File: src/rtl/fb_dump_ctrl.sv
// Frame-buffer dump controller: on a trigger, waits for the next frame start,
// freezes capture writes, reads the RAM word by word and streams each word
// to the UART as four bytes (LSB first). Entirely in the pixclk domain.
module fb_dump_ctrl #(
  parameter int unsigned WORDS = 76800,
  parameter int unsigned AW    = 17
) (
  input  logic          pixclk,
  input  logic          reset,
  input  logic          trigger,
  input  logic          abort,
  input  logic          frame_start,
  input  logic          wr_en_in,
  output logic          wr_en_out,
  output logic [AW-1:0] rd_addr,
  input  logic [31:0]   rd_data,
  input  logic          tx_ready,
  output logic          tx_start,
  output logic [7:0]    tx_data,
  output logic [AW+1:0] tx_addr,
  output logic          busy,
  output logic          done
);

  localparam logic [AW-1:0] LAST_ADDR = AW'(WORDS - 1);

  typedef enum logic [2:0] {
    S_IDLE,
    S_ARM,
    S_READ,
    S_FETCH,
    S_SEND,
    S_HOLD,
    S_DONE
  } state_e;

  state_e        state_q, state_d;
  logic          trig_q;
  logic          freeze_q, freeze_d;
  logic [AW-1:0] word_q, word_d;
  logic [1:0]    byte_q, byte_d;
  logic [31:0]   sr_q, sr_d;
  logic [AW-1:0] rd_addr_q, rd_addr_d;
  logic [7:0]    tx_data_q, tx_data_d;
  logic [AW+1:0] tx_addr_q, tx_addr_d;
  logic          busy_q, busy_d;
  logic          done_q, done_d;
  logic          tx_start_c;

  // Next-state, datapath updates and the send handshake; abort overrides all.
  always_comb begin
    state_d    = state_q;
    word_d     = word_q;
    byte_d     = byte_q;
    sr_d       = sr_q;
    rd_addr_d  = rd_addr_q;
    tx_data_d  = tx_data_q;
    tx_addr_d  = tx_addr_q;
    tx_start_c = 1'b0;
    if (abort) begin
      state_d = S_IDLE;
    end else begin
      case (state_q)
        S_IDLE: begin
          if (trigger && !trig_q) state_d = S_ARM;
        end
        S_ARM: begin
          if (frame_start) begin
            state_d   = S_READ;
            word_d    = '0;
            byte_d    = '0;
            rd_addr_d = '0;
          end
        end
        S_READ: begin
          state_d = S_FETCH;
        end
        S_FETCH: begin
          // RAM output is valid now; byte 0 is presented on entry to SEND
          sr_d      = rd_data;
          tx_data_d = rd_data[7:0];
          tx_addr_d = {word_q, byte_q};
          state_d   = S_SEND;
        end
        S_SEND: begin
          if (tx_ready) begin
            tx_start_c = 1'b1;
            sr_d       = {8'h00, sr_q[31:8]};
            state_d    = S_HOLD;
          end
        end
        S_HOLD: begin
          if (byte_q != 2'd3) begin
            byte_d    = byte_q + 2'd1;
            tx_data_d = sr_q[7:0];
            tx_addr_d = {word_q, byte_q + 2'd1};
            state_d   = S_SEND;
          end else if (word_q == LAST_ADDR) begin
            state_d = S_DONE;
          end else begin
            word_d    = word_q + AW'(1);
            byte_d    = '0;
            rd_addr_d = word_q + AW'(1);
            state_d   = S_READ;
          end
        end
        S_DONE: begin
          state_d = S_IDLE;
        end
        default: begin
          state_d = S_IDLE;
        end
      endcase
    end
  end

  // Status flags follow the state being entered so they are registered yet aligned.
  always_comb begin
    freeze_d = (state_d == S_READ) || (state_d == S_FETCH) || (state_d == S_SEND) ||
               (state_d == S_HOLD) || (state_d == S_DONE);
    busy_d   = (state_d != S_IDLE);
    done_d   = (state_d == S_DONE);
  end

  // State and output registers.
  always_ff @(posedge pixclk or negedge reset) begin
    if (!reset) begin
      state_q   <= S_IDLE;
      trig_q    <= 1'b0;
      freeze_q  <= 1'b0;
      word_q    <= '0;
      byte_q    <= '0;
      sr_q      <= '0;
      rd_addr_q <= '0;
      tx_data_q <= '0;
      tx_addr_q <= '0;
      busy_q    <= 1'b0;
      done_q    <= 1'b0;
    end else begin
      state_q   <= state_d;
      trig_q    <= trigger;
      freeze_q  <= freeze_d;
      word_q    <= word_d;
      byte_q    <= byte_d;
      sr_q      <= sr_d;
      rd_addr_q <= rd_addr_d;
      tx_data_q <= tx_data_d;
      tx_addr_q <= tx_addr_d;
      busy_q    <= busy_d;
      done_q    <= done_d;
    end
  end

  // Gate capture writes from the accepted frame start until the dump ends.
  always_comb begin
    wr_en_out = wr_en_in & ~(freeze_q | ((state_q == S_ARM) & frame_start));
  end

  // tx_start must be seen by the UART in the SEND cycle, so it is not registered.
  assign tx_start = tx_start_c;
  assign rd_addr  = rd_addr_q;
  assign tx_data  = tx_data_q;
  assign tx_addr  = tx_addr_q;
  assign busy     = busy_q;
  assign done     = done_q;

endmodule

File: config.mk
export PLATFORM = sky130hd
export DESIGN_NAME = fb_dump_ctrl
export DESIGN_NICKNAME = d
export VERILOG_FILES = /design/src/rtl/fb_dump_ctrl.sv
export SDC_FILE = /design/constraint.sdc
export NUM_CORES = 1
export LEC_CHECK = 0
export ABC_AREA = 0
export CORE_UTILIZATION = 34
export CTS_CLUSTER_DIAMETER = 50
export DETAILED_ROUTE_END_ITERATION = 8
export GPL_TIMING_DRIVEN = 0
export PLACE_DENSITY = 0.63
export REMOVE_ABC_BUFFERS = 1
export SETUP_SLACK_MARGIN = 0.15
export SKIP_LAST_GASP = 1
export SYNTH_ARGS = -nofsm -noshare
export SYNTH_HDL_FRONTEND = slang
export SYNTH_SLANG_ARGS = --single-unit
File: constraint.sdc
create_clock -name pixclk -period 2.33 [get_ports pixclk]
set_input_delay 0.5825 -clock pixclk [delete_from_list [all_inputs] [get_ports pixclk]]
set_output_delay 0.5825 -clock pixclk [all_outputs]
set_load 0.02 [all_outputs]
Word-level counts from Yosys, hierarchy flattened
Cells that the tools add are included.
Widths: inputs -> output; s select.
- add/subtract/negate cells: 2
- eq/ne operators: 18
- mux-type cells: 24
- bitwise operators: 5
- reduce and logical (&&, ||, !) cells: 15
- operators with widths (kind ; number):
    $pmux 32 s2 ; 1
    $mux 17 ; 3
    $pmux 19 s2 ; 1
    $pmux 17 s2 ; 1
    $mux 32 ; 1
    $mux 19 ; 1
    $mux 3 ; 6
    $pmux 3 s6 ; 1
    $add 17x1->17 const B ; 1
    $eq 17x17->1 const B ; 1
    $pmux 8 s2 ; 1
    $eq 3x3->1 const B ; 5
    $eq 3x2->1 const B ; 4
    $ne 2x2->1 const B ; 6
    $mux 8 ; 1
    $mux 2 ; 3
    $reduce_and 3->1 ; 2
    $reduce_bool 2->1 ; 3
    $reduce_and 5->1 ; 1
    $logic_or 1x1->1 ; 4
    $pmux 2 s2 ; 1
    $reduce_and 4->1 ; 1
    $eq 3x1->1 const B ; 1
    $logic_not 3->1 ; 1
    9 further kinds ; 13
- register bits after elaboration: 85
- input port bits: 39
- output and inout bits: 48
- logic and storage cells: 74

Longest topological paths before layout
Gate-level depths: netlist of the first run.
- depth in word-level cells: 10
- mapped depth: 8
- depth with buffers taken out: 6

Least setup slack after synthesis of the first run
OpenSTA, ideal clock, no wires.
- kind: reg2out
- start: register state_q[1]
- end: output port tx_start
- arrival time: 1.796 ns
- required time: 1.747 ns
- path slack: -0.048 ns
- cell stages (with the launch flop): 7
- path buffers: 2
- path through: dfrtp_1 buf_2 nor3b_2 nand2_1 a31oi_1 buf_2 and2_1
- word-level cells in the longest chain between the ends: 3
- RTL lines (element ; line ; source):
    start: declaration ; 37 ; state_e state_q, state_d;
    start signal: assignment ; 140 ; state_q <= state_d;
    $eq 3x3->1 ; 63 ; case (state_q)
    $mux 1 ; 63 ;
    $mux 1 ; 60 ; if (abort) begin
    end: declaration ; 18 ; output logic tx_start,
No other way between the ends.

Worst setup path after layout of the first run
- start: register state_q[0]
- end: output port tx_start
Same word-level chain as after synthesis.

==> load_flow_metrics.sql, run 1 <==
INSERT INTO impl_metrics (metric_group, metric, value, unit) VALUES
('floorplan', 'initial_utilization', '0.355', ''),
('floorplan', 'die_width', '110', 'µm'),
('layout', 'layout.core_utilization', '0.504', ''),
('synth', 'synth-seq-cells', '85', ''),
('timing', 'fin_crit_sh', '0.952', ''),
('routing', 'dr.first_iter.drc_count', '158', ''),
('floorplan', 'i_o_pin_cnt', '87', ''),
('timing', 'final_hold_viol_count', '0', ''),
('floorplan', 'floorplan.die.height', '110', 'µm'),
('layout', 'diodes', '0', ''),
('timing', 'transition_at_the_pin_with_the_smallest_max_transition_slack', '1.08', 'ns'),
('global_route', 'via_count_of_the_first_global_routing_pass', '3242', ''),
('setup_path', 'r2r_cells', '6', ''),
('synth', 'syn_area_per_cell', '9.70', 'µm²'),
('global_route', 'grt_first_pass_wirelength', '15800', 'µm'),
('synth', 'synthesis.instances', '406', ''),
('setup_path', 'rr_startpoint', 'rd_addr[0]', ''),
('timing', 'max-slew-margin-rel', '0.279', ''),
('global_route', 'overflow', '0', ''),
('timing', 'final_critical_path_time_including_i_o_delays_and_setup', '2.22', 'ns'),
('synth', 'syn_area', '0.00394', 'mm²'),
('cts', 'cts.sink_count', '85', ''),
('layout', 'area.growth.synth_to_final', '42.0', '%'),
('routing', 'drt_drc_violations_left', '0', ''),
('routing', 'via_count', '3306', ''),
('layout', 'layout-drive-gt1-share', '0.200', ''),
('routing', 'first_pass_iters', '4', ''),
('timing', 'finalSetupTns', '0', 'ns'),
('cts', 'cts-root-buf', 'sky130_fd_sc_hd__clkbuf_16', ''),
('timing', 'clock_skew', '0.00479', 'ns'),
('global_route', 'track_usage', '0.170', ''),
('routing', 'detail-route-antenna-nets', '0', ''),
('cts', 'path_clk_slew', '0.06', 'ns'),
('global_route', 'initial_antenna_violation_count', '0', ''),
('routing', 'wire_per_inst', '14.6', 'µm'),
('setup_path', 'cp.required', '1.75', 'ns'),
('timing', 'setup_viol', '0', ''),
('cts', 'h-tree-depth', '3', ''),
('layout', 'seqCellArea', '0.00213', 'mm²'),
('placed_design', 'place.port_buffers', '86', ''),
('power', 'static-leakage-power', '2.47', 'nW'),
('layout', 'finalNonFillerCells', '655', ''),
('flow_run', 'max_cap_viol_count', '0', ''),
('synth', 'synth_sequential_area_ratio', '0.540', ''),
('placed_design', 'gp_congestion', '0.746', ''),
('cts', 'worst_skew_pair.late_latency', '0.33', 'ns'),
('cts', 'cts_inserted_buffers', '9', ''),
('setup_path', 'cp_max_fo', '6', ''),
('routing', 'drt-vias-per-instance', '5.05', ''),
('setup_path', 'crit_arrival', '1.64', 'ns'),
('layout', 'nFillCells', '1018', ''),
('synth', 'netlist_top_cells_area', 'sky130_fd_sc_hd__dfrtp_1, sky130_fd_sc_hd__nand2_1, sky130_fd_sc_hd__mux2_2', ''),
('min_path', 'worst_hold_path_type', 'input pin to asynchronous set/reset pin', ''),
('placed_design', 'dp_hpwl', '6140', 'µm'),
('routing', 'detail_route.wirelength', '9540', 'µm'),
('synth', 'netlist-cell-type-count', '41', ''),
('setup_path', 'worstSetupStartpointType', 'flop', ''),
('setup_path', 'worst-setup-path-type', 'flop to output pin', ''),
('status', 'status', 'completed', ''),
('cts', 'clock_path_buffers', '2', ''),
('timing', 'rsz_0062_raised_after_global_routing', 'true', ''),
('setup_path', 'critical_path.reg2reg.endpoint', 'rd_addr[12]', ''),
('power', 'pwr_density_cell', '679', 'mW/mm²'),
('floorplan', 'std_cell_rows', '38', ''),
('synth', 'synth_top_area_frac', '0.540', ''),
('placed_design', 'dp_cells', '611', ''),
('synth', 'flip_flop_cell_with_the_highest_count_after_synthesis', 'sky130_fd_sc_hd__dfrtp_1', ''),
('synth', 'synthesis.yosys.warnings', '0', ''),
('setup_path', 'worst_setup_path_startpoint', 'state_q[0]', ''),
('timing', 'report.final.slew_viol_count', '0', ''),
('setup_path', 'critical_path.endpoint_type', 'output pin', '');
## cell usage in the layout, fill, tap and decap left out, types with 2 or more instances in the layout
cell	n
sky130_fd_sc_hd__o31ai_1	8
sky130_fd_sc_hd__buf_4	28
sky130_fd_sc_hd__mux2_2	23
sky130_fd_sc_hd__nor3b_4	2
sky130_fd_sc_hd__or3_1	4
sky130_fd_sc_hd__nand2b_1	2
sky130_fd_sc_hd__clkinvlp_4	2
sky130_fd_sc_hd__or4_1	8
sky130_fd_sc_hd__nand4_1	3
sky130_fd_sc_hd__buf_16	2
sky130_fd_sc_hd__a31oi_1	24
sky130_fd_sc_hd__a21oi_2	2
sky130_fd_sc_hd__a21oi_1	14
sky130_fd_sc_hd__nor2_1	34
sky130_fd_sc_hd__and2_1	2
sky130_fd_sc_hd__dfrtp_1	80
sky130_fd_sc_hd__and3_1	4
sky130_fd_sc_hd__nor2_4	2
sky130_fd_sc_hd__nor3_1	3
sky130_fd_sc_hd__o21ai_0	16
sky130_fd_sc_hd__nand3_2	2
sky130_fd_sc_hd__inv_1	2
sky130_fd_sc_hd__nor2b_4	2
sky130_fd_sc_hd__buf_6	2
sky130_fd_sc_hd__xor2_1	3
sky130_fd_sc_hd__nand2_1	87
sky130_fd_sc_hd__nand3_1	15
sky130_fd_sc_hd__clkdlybuf4s50_1	80
sky130_fd_sc_hd__clkinv_4	2
sky130_fd_sc_hd__clkbuf_16	9
sky130_fd_sc_hd__mux2i_1	9
sky130_fd_sc_hd__nand2_2	3
sky130_fd_sc_hd__dfrtp_2	5
sky130_fd_sc_hd__dlygate4sd2_1	2
## per-stage QoR
| step | power (mW) | hold slack (ns) | instance area (µm²) |
|---|---|---|---|
| after floorplan | 2.09 | 0.287 | 3830 |
| after global placement | 2.31 | 0.451 | 4860 |
| after detailed placement | 2.35 | 0.456 | 4950 |
| after CTS | 3.82 | 0.248 | 5470 |
| final | 3.79 | 0.221 | 5590 |
| after global routing | 4.00 | 0.269 | 5590 |
## Yosys cell counts (all sizes together), types with 2 or more instances
cell	count
nand2	90
nor2b	3
nand4	3
buf	14
dfrtp	85
and3	4
nand2b	2
a31oi	25
nand3	18
and2	4
nor4b	2
or3	5
nor2	37
inv	2
xor2	3
mux2i	9
a21oi	17
ha	2
or4	9
mux2	23
o21ai	17
nor3b	3
clkbuf	10
nor3	3
o31ai	8
## power breakdown
part           leakage, nW  switching, mW  internal (mW)
clock                0.139          0.601          0.839
combinational         1.23          0.262          0.272
sequential            1.10          0.121           1.70
## state kept, by name, summed over array words and instances (netlist names)
name / count
rd_addr: 17
sr_q: 32
busy: 1
state_q: 3
byte_q: 2
trig_q: 1
done: 1
freeze_q: 1
tx_data: 8
tx_addr: 19
## critical path: stages (launching register included)
cell	delay, ns
sky130_fd_sc_hd__dfrtp_2	0.47
sky130_fd_sc_hd__buf_4	0.17
sky130_fd_sc_hd__a21oi_2	0.15
sky130_fd_sc_hd__nand2_1	0.09
sky130_fd_sc_hd__a21oi_2	0.15
sky130_fd_sc_hd__and2_4	0.16
sky130_fd_sc_hd__buf_6	0.11
## final cells by class
type	instances	area share
Clock buffer	10	0.0410
Clock inverter	6	0.0128
Inverter	2	0.00134
Multi-Input combinational cell	295	0.327
Sequential cell	85	0.382
Tap cell	140	0.0313
Timing Repair Buffer	117	0.204
## metal layers
metal  vias up  wire, µm  track usage  share of wire
met5         -         0            0              0
met4         0       161       0.0657          0.017
met3        12       401       0.0373          0.042
met2        78      4540        0.272           0.48
met1      1586      4440        0.226           0.47
li1       1630         -            -              -
## repair_timing
item                                    in CTS  in global routing
buffers inserted                            19                  9
pin swaps                                    6                  9
resized for setup                           37                 10
endpoints found under the setup margin      82                 57
## how the worst min path moves through the flow
stage	start	to	slack (ns)	cells after the start
CTS	reset	tx_addr[3]	0.25	1
detailed placement	sr_q[31]	sr_q[31]	0.46	2
global route	reset	tx_addr[3]	0.27	1
floorplan	reset	busy	0.29	0
finish	reset	tx_addr[3]	0.22	1
global placement	sr_q[26]	sr_q[26]	0.45	2
## kinds of logic after synthesis
kind of cell / after synthesis / synth area share
compound gates: 71 / 0.106
xor+xnor: 3 / 0.00668
fa+ha+maj: 2 / 0.00636
buf+inv: 26 / 0.0292
flops: 85 / 0.540
mux: 32 / 0.0887
simple gates: 187 / 0.222
No activity file was read; power rests on OpenSTA's default activity.
==> run 2: changes to the inputs <==
--- a/config.mk
+++ b/config.mk
@@ -6,11 +6,12 @@
 export NUM_CORES = 1
 export LEC_CHECK = 0
 export ABC_AREA = 0
-export CORE_UTILIZATION = 34
+export CAP_MARGIN = 25
+export CORE_UTILIZATION = 40
 export CTS_CLUSTER_DIAMETER = 50
 export DETAILED_ROUTE_END_ITERATION = 8
 export GPL_TIMING_DRIVEN = 0
-export PLACE_DENSITY = 0.63
+export PLACE_DENSITY = 0.71
 export REMOVE_ABC_BUFFERS = 1
 export SETUP_SLACK_MARGIN = 0.15
 export SKIP_LAST_GASP = 1
==> run 2 against run 1 <==
Combinational power rose by 2%. Global-route usage increased by 2.0 points. Flip-flop and latch count unchanged. Largest power group unchanged. Highest routed layer unchanged.
==> load_flow_metrics.sql, run 2 (synthesized netlist as in run 1, its figures left out) <==
INSERT INTO impl_metrics (metric_group, metric, value, unit) VALUES
('timing', 'setup_viol', '0', ''),
('power', 'pwr_density_cell', '632', 'mW/mm²'),
('setup_path', 'worst-setup-path-type', 'flop to output pin', ''),
('floorplan', 'die_area', '0.0102', 'mm²'),
('setup_path', 'crit_arrival', '1.69', 'ns'),
('timing', 'clock_skew', '0.00973', 'ns'),
('floorplan', 'std_cell_rows', '35', ''),
('cts', 'cts.sink_count', '85', ''),
('routing', 'drt_drc_violations_left', '0', ''),
('setup_path', 'cp.required', '1.75', 'ns'),
('global_route', 'grt_util_met1', '0.257', ''),
('cts', 'path_clk_slew', '0.09', 'ns'),
('layout', 'area.growth.synth_to_final', '40.8', '%'),
('global_route', 'initial_antenna_violation_count', '0', ''),
('floorplan', 'i_o_pin_cnt', '87', ''),
('cts', 'cts_inserted_buffers', '9', ''),
('setup_path', 'r2r_cells', '7', ''),
('layout', 'nFillCells', '827', ''),
('global_route', 'met2_track_usage_gr', '0.309', ''),
('status', 'status', 'completed', ''),
('layout', 'regMostFlops', 'sr_q', ''),
('floorplan', 'core_area', '0.00937', 'mm²'),
('layout', 'largest_reg_flops', '32', ''),
('global_route', 'grt.busiest_layer', 'met2', ''),
('routing', 'wire_per_inst', '15.0', 'µm'),
('cts', 'worst_skew_pair.late_latency', '0.35', 'ns'),
('setup_path', 'crit_slowest_cell', 'sky130_fd_sc_hd__dfrtp_2', ''),
('routing', 'detail-route-antenna-nets', '0', ''),
('routing', 'drt-vias-per-instance', '5.24', ''),
('setup_path', 'critical_path.reg2reg.endpoint', 'rd_addr[0]', ''),
('timing', 'fmaxAchievable', '440', 'MHz'),
('placed_design', 'place.port_buffers', '86', ''),
('timing', 'transition_at_the_pin_with_the_smallest_max_transition_slack', '0.840', 'ns'),
('layout', 'seqCellArea', '0.00213', 'mm²'),
('global_route', 'grt_util_met3', '0.0331', ''),
('placed_design', 'dp_hpwl', '6040', 'µm'),
('setup_path', 'critical_path.endpoint_type', 'output pin', ''),
('routing', 'via_count', '3404', ''),
('routing', 'detail_route.wirelength', '9720', 'µm'),
('global_route', 'track_usage', '0.190', ''),
('power', 'vdd.ir_drop.worst', '316', 'µV'),
('layout', 'nNetsFinal', '556', ''),
('cts', 'cts-root-buf', 'sky130_fd_sc_hd__clkbuf_8', ''),
('layout', 'layout.cells.most_common_list', 'sky130_fd_sc_hd__nand2_1, sky130_fd_sc_hd__dfrtp_1, sky130_fd_sc_hd__clkdlybuf4s50_1, sky130_fd_sc_hd__nor2_1, sky130_fd_sc_hd__buf_4', ''),
('setup_path', 'worstSetupStartpointType', 'flop', ''),
('cts', 'tritoncts_clock_tree', 'yes', ''),
('placed_design', 'gp_congestion', '0.766', ''),
('power', 'static-leakage-power', '2.46', 'nW'),
('flow_run', 'max_cap_viol_count', '0', ''),
('setup_path', 'max_stage_delay', '0.46', 'ns'),
('layout', 'layout.cells.most_common', 'sky130_fd_sc_hd__nand2_1', ''),
('layout', 'diodes', '0', ''),
('global_route', 'overflow', '0', ''),
('setup_path', 'cp_max_fo', '5', ''),
('timing', 'finalSetupTns', '0', 'ns'),
('timing', 'rsz_0062_raised_after_global_routing', 'true', ''),
('layout', 'multi_input_comb_area', '0.00185', 'mm²'),
('timing', 'report.final.slew_viol_count', '0', ''),
('routing', 'first_pass_iters', '4', ''),
('min_path', 'worst_hold_path_type', 'input pin to asynchronous set/reset pin', ''),
('global_route', 'via_count_of_the_first_global_routing_pass', '3141', ''),
('timing', 'final_hold_viol_count', '0', ''),
('routing', 'dr.first_iter.drc_count', '182', ''),
('floorplan', 'die_width', '101', 'µm'),
('floorplan', 'initial_utilization', '0.420', ''),
('cts', 'clock_path_buffers', '2', ''),
('timing', 'fin_crit_sh', '0.975', ''),
('power', 'fin_total_pwr', '3.50', 'mW'),
('cts', 'h-tree-depth', '3', ''),
('global_route', 'grt_max_degree', '53', ''),
('layout', 'layout-drive-gt1-share', '0.208', ''),
('floorplan', 'floorplan.die.height', '101', 'µm'),
('setup_path', 'path_cells', 'nor2_1 > o21ai_2 > a31oi_4 > and2_4 > buf_6', ''),
('global_route', 'grt_first_pass_wirelength', '15200', 'µm'),
('timing', 'final_critical_path_time_including_i_o_delays_and_setup', '2.27', 'ns'),
('setup_path', 'rr_startpoint', 'state_q[1]', ''),
('setup_path', 'r2r_setup_slack', '0.17', 'ns'),
('timing', 'max-slew-margin-rel', '0.440', '');
==> run 2: how the worst max path moves through the flow <==
stage | start | end | slack, ns
6_report | state_q[0] | tx_start | 0.06
5_1_grt | state_q[0] | tx_start | -0.02
4_1_cts | state_q[1] | tx_start | 0.11
3_5_place_dp | state_q[2] | tx_start | -1.19
3_3_place_gp | state_q[2] | sr_q[30] | -2.96
2_1_floorplan | state_q[2] | sr_q[0] | -1.57
==> run 2: timing repair <==
item,4_1_cts,5_1_grt
buffers inserted,20,11
cloned,1,0
setup endpoints to repair,72,40
gates resized for setup,39,11
pin swaps,6,6
hold buffers,0,0
==> run 2: routing by layer <==
layer,up-vias,part of all wire
li1,1643,-
met1,1650,0.45
met2,100,0.49
met3,11,0.040
met4,0,0.013
met5,-,0
==> run 2: worst max-delay path, delay by kind of cell (launching register included) <==
kind	cells	cell delay, ns
AOI/OAI and AO/OA	2	0.31
and+or+nand+nor	2	0.46
DFF	1	0.46
buffers and inverters	1	0.11
==> run 2: stage by stage <==
| stage | setup slack, ns | area, µm² | cells | utilization | hold WS [ns] |
|---|---|---|---|---|---|
| finish | 0.0589 | 5540 | 649 | 0.591 | 0.175 |
| global route | -0.0168 | 5540 | 649 | 0.591 | 0.196 |
| CTS | 0.114 | 5390 | 637 | 0.575 | 0.180 |
| detailed placement | -1.19 | 4930 | 600 | 0.526 | 0.458 |
| global placement | -2.96 | 4850 | 597 | 0.518 | 0.451 |
| floorplan | -1.57 | 3830 | 382 | - | 0.287 |
==> run 2: cell type report <==
cell class	instances	share of cell area
clock inverters	5	0.0153
flip-flops and latches	85	0.385
well taps	129	0.0291
clock buffers	11	0.0237
inverters	2	0.00135
multi-input cells	296	0.333
repair buffers	121	0.212
==> run 2: power breakdown <==
part	switching (mW)	internal, mW
registers	0.119	1.69
clock network	0.534	0.609
logic	0.269	0.277
total	0.922	2.58
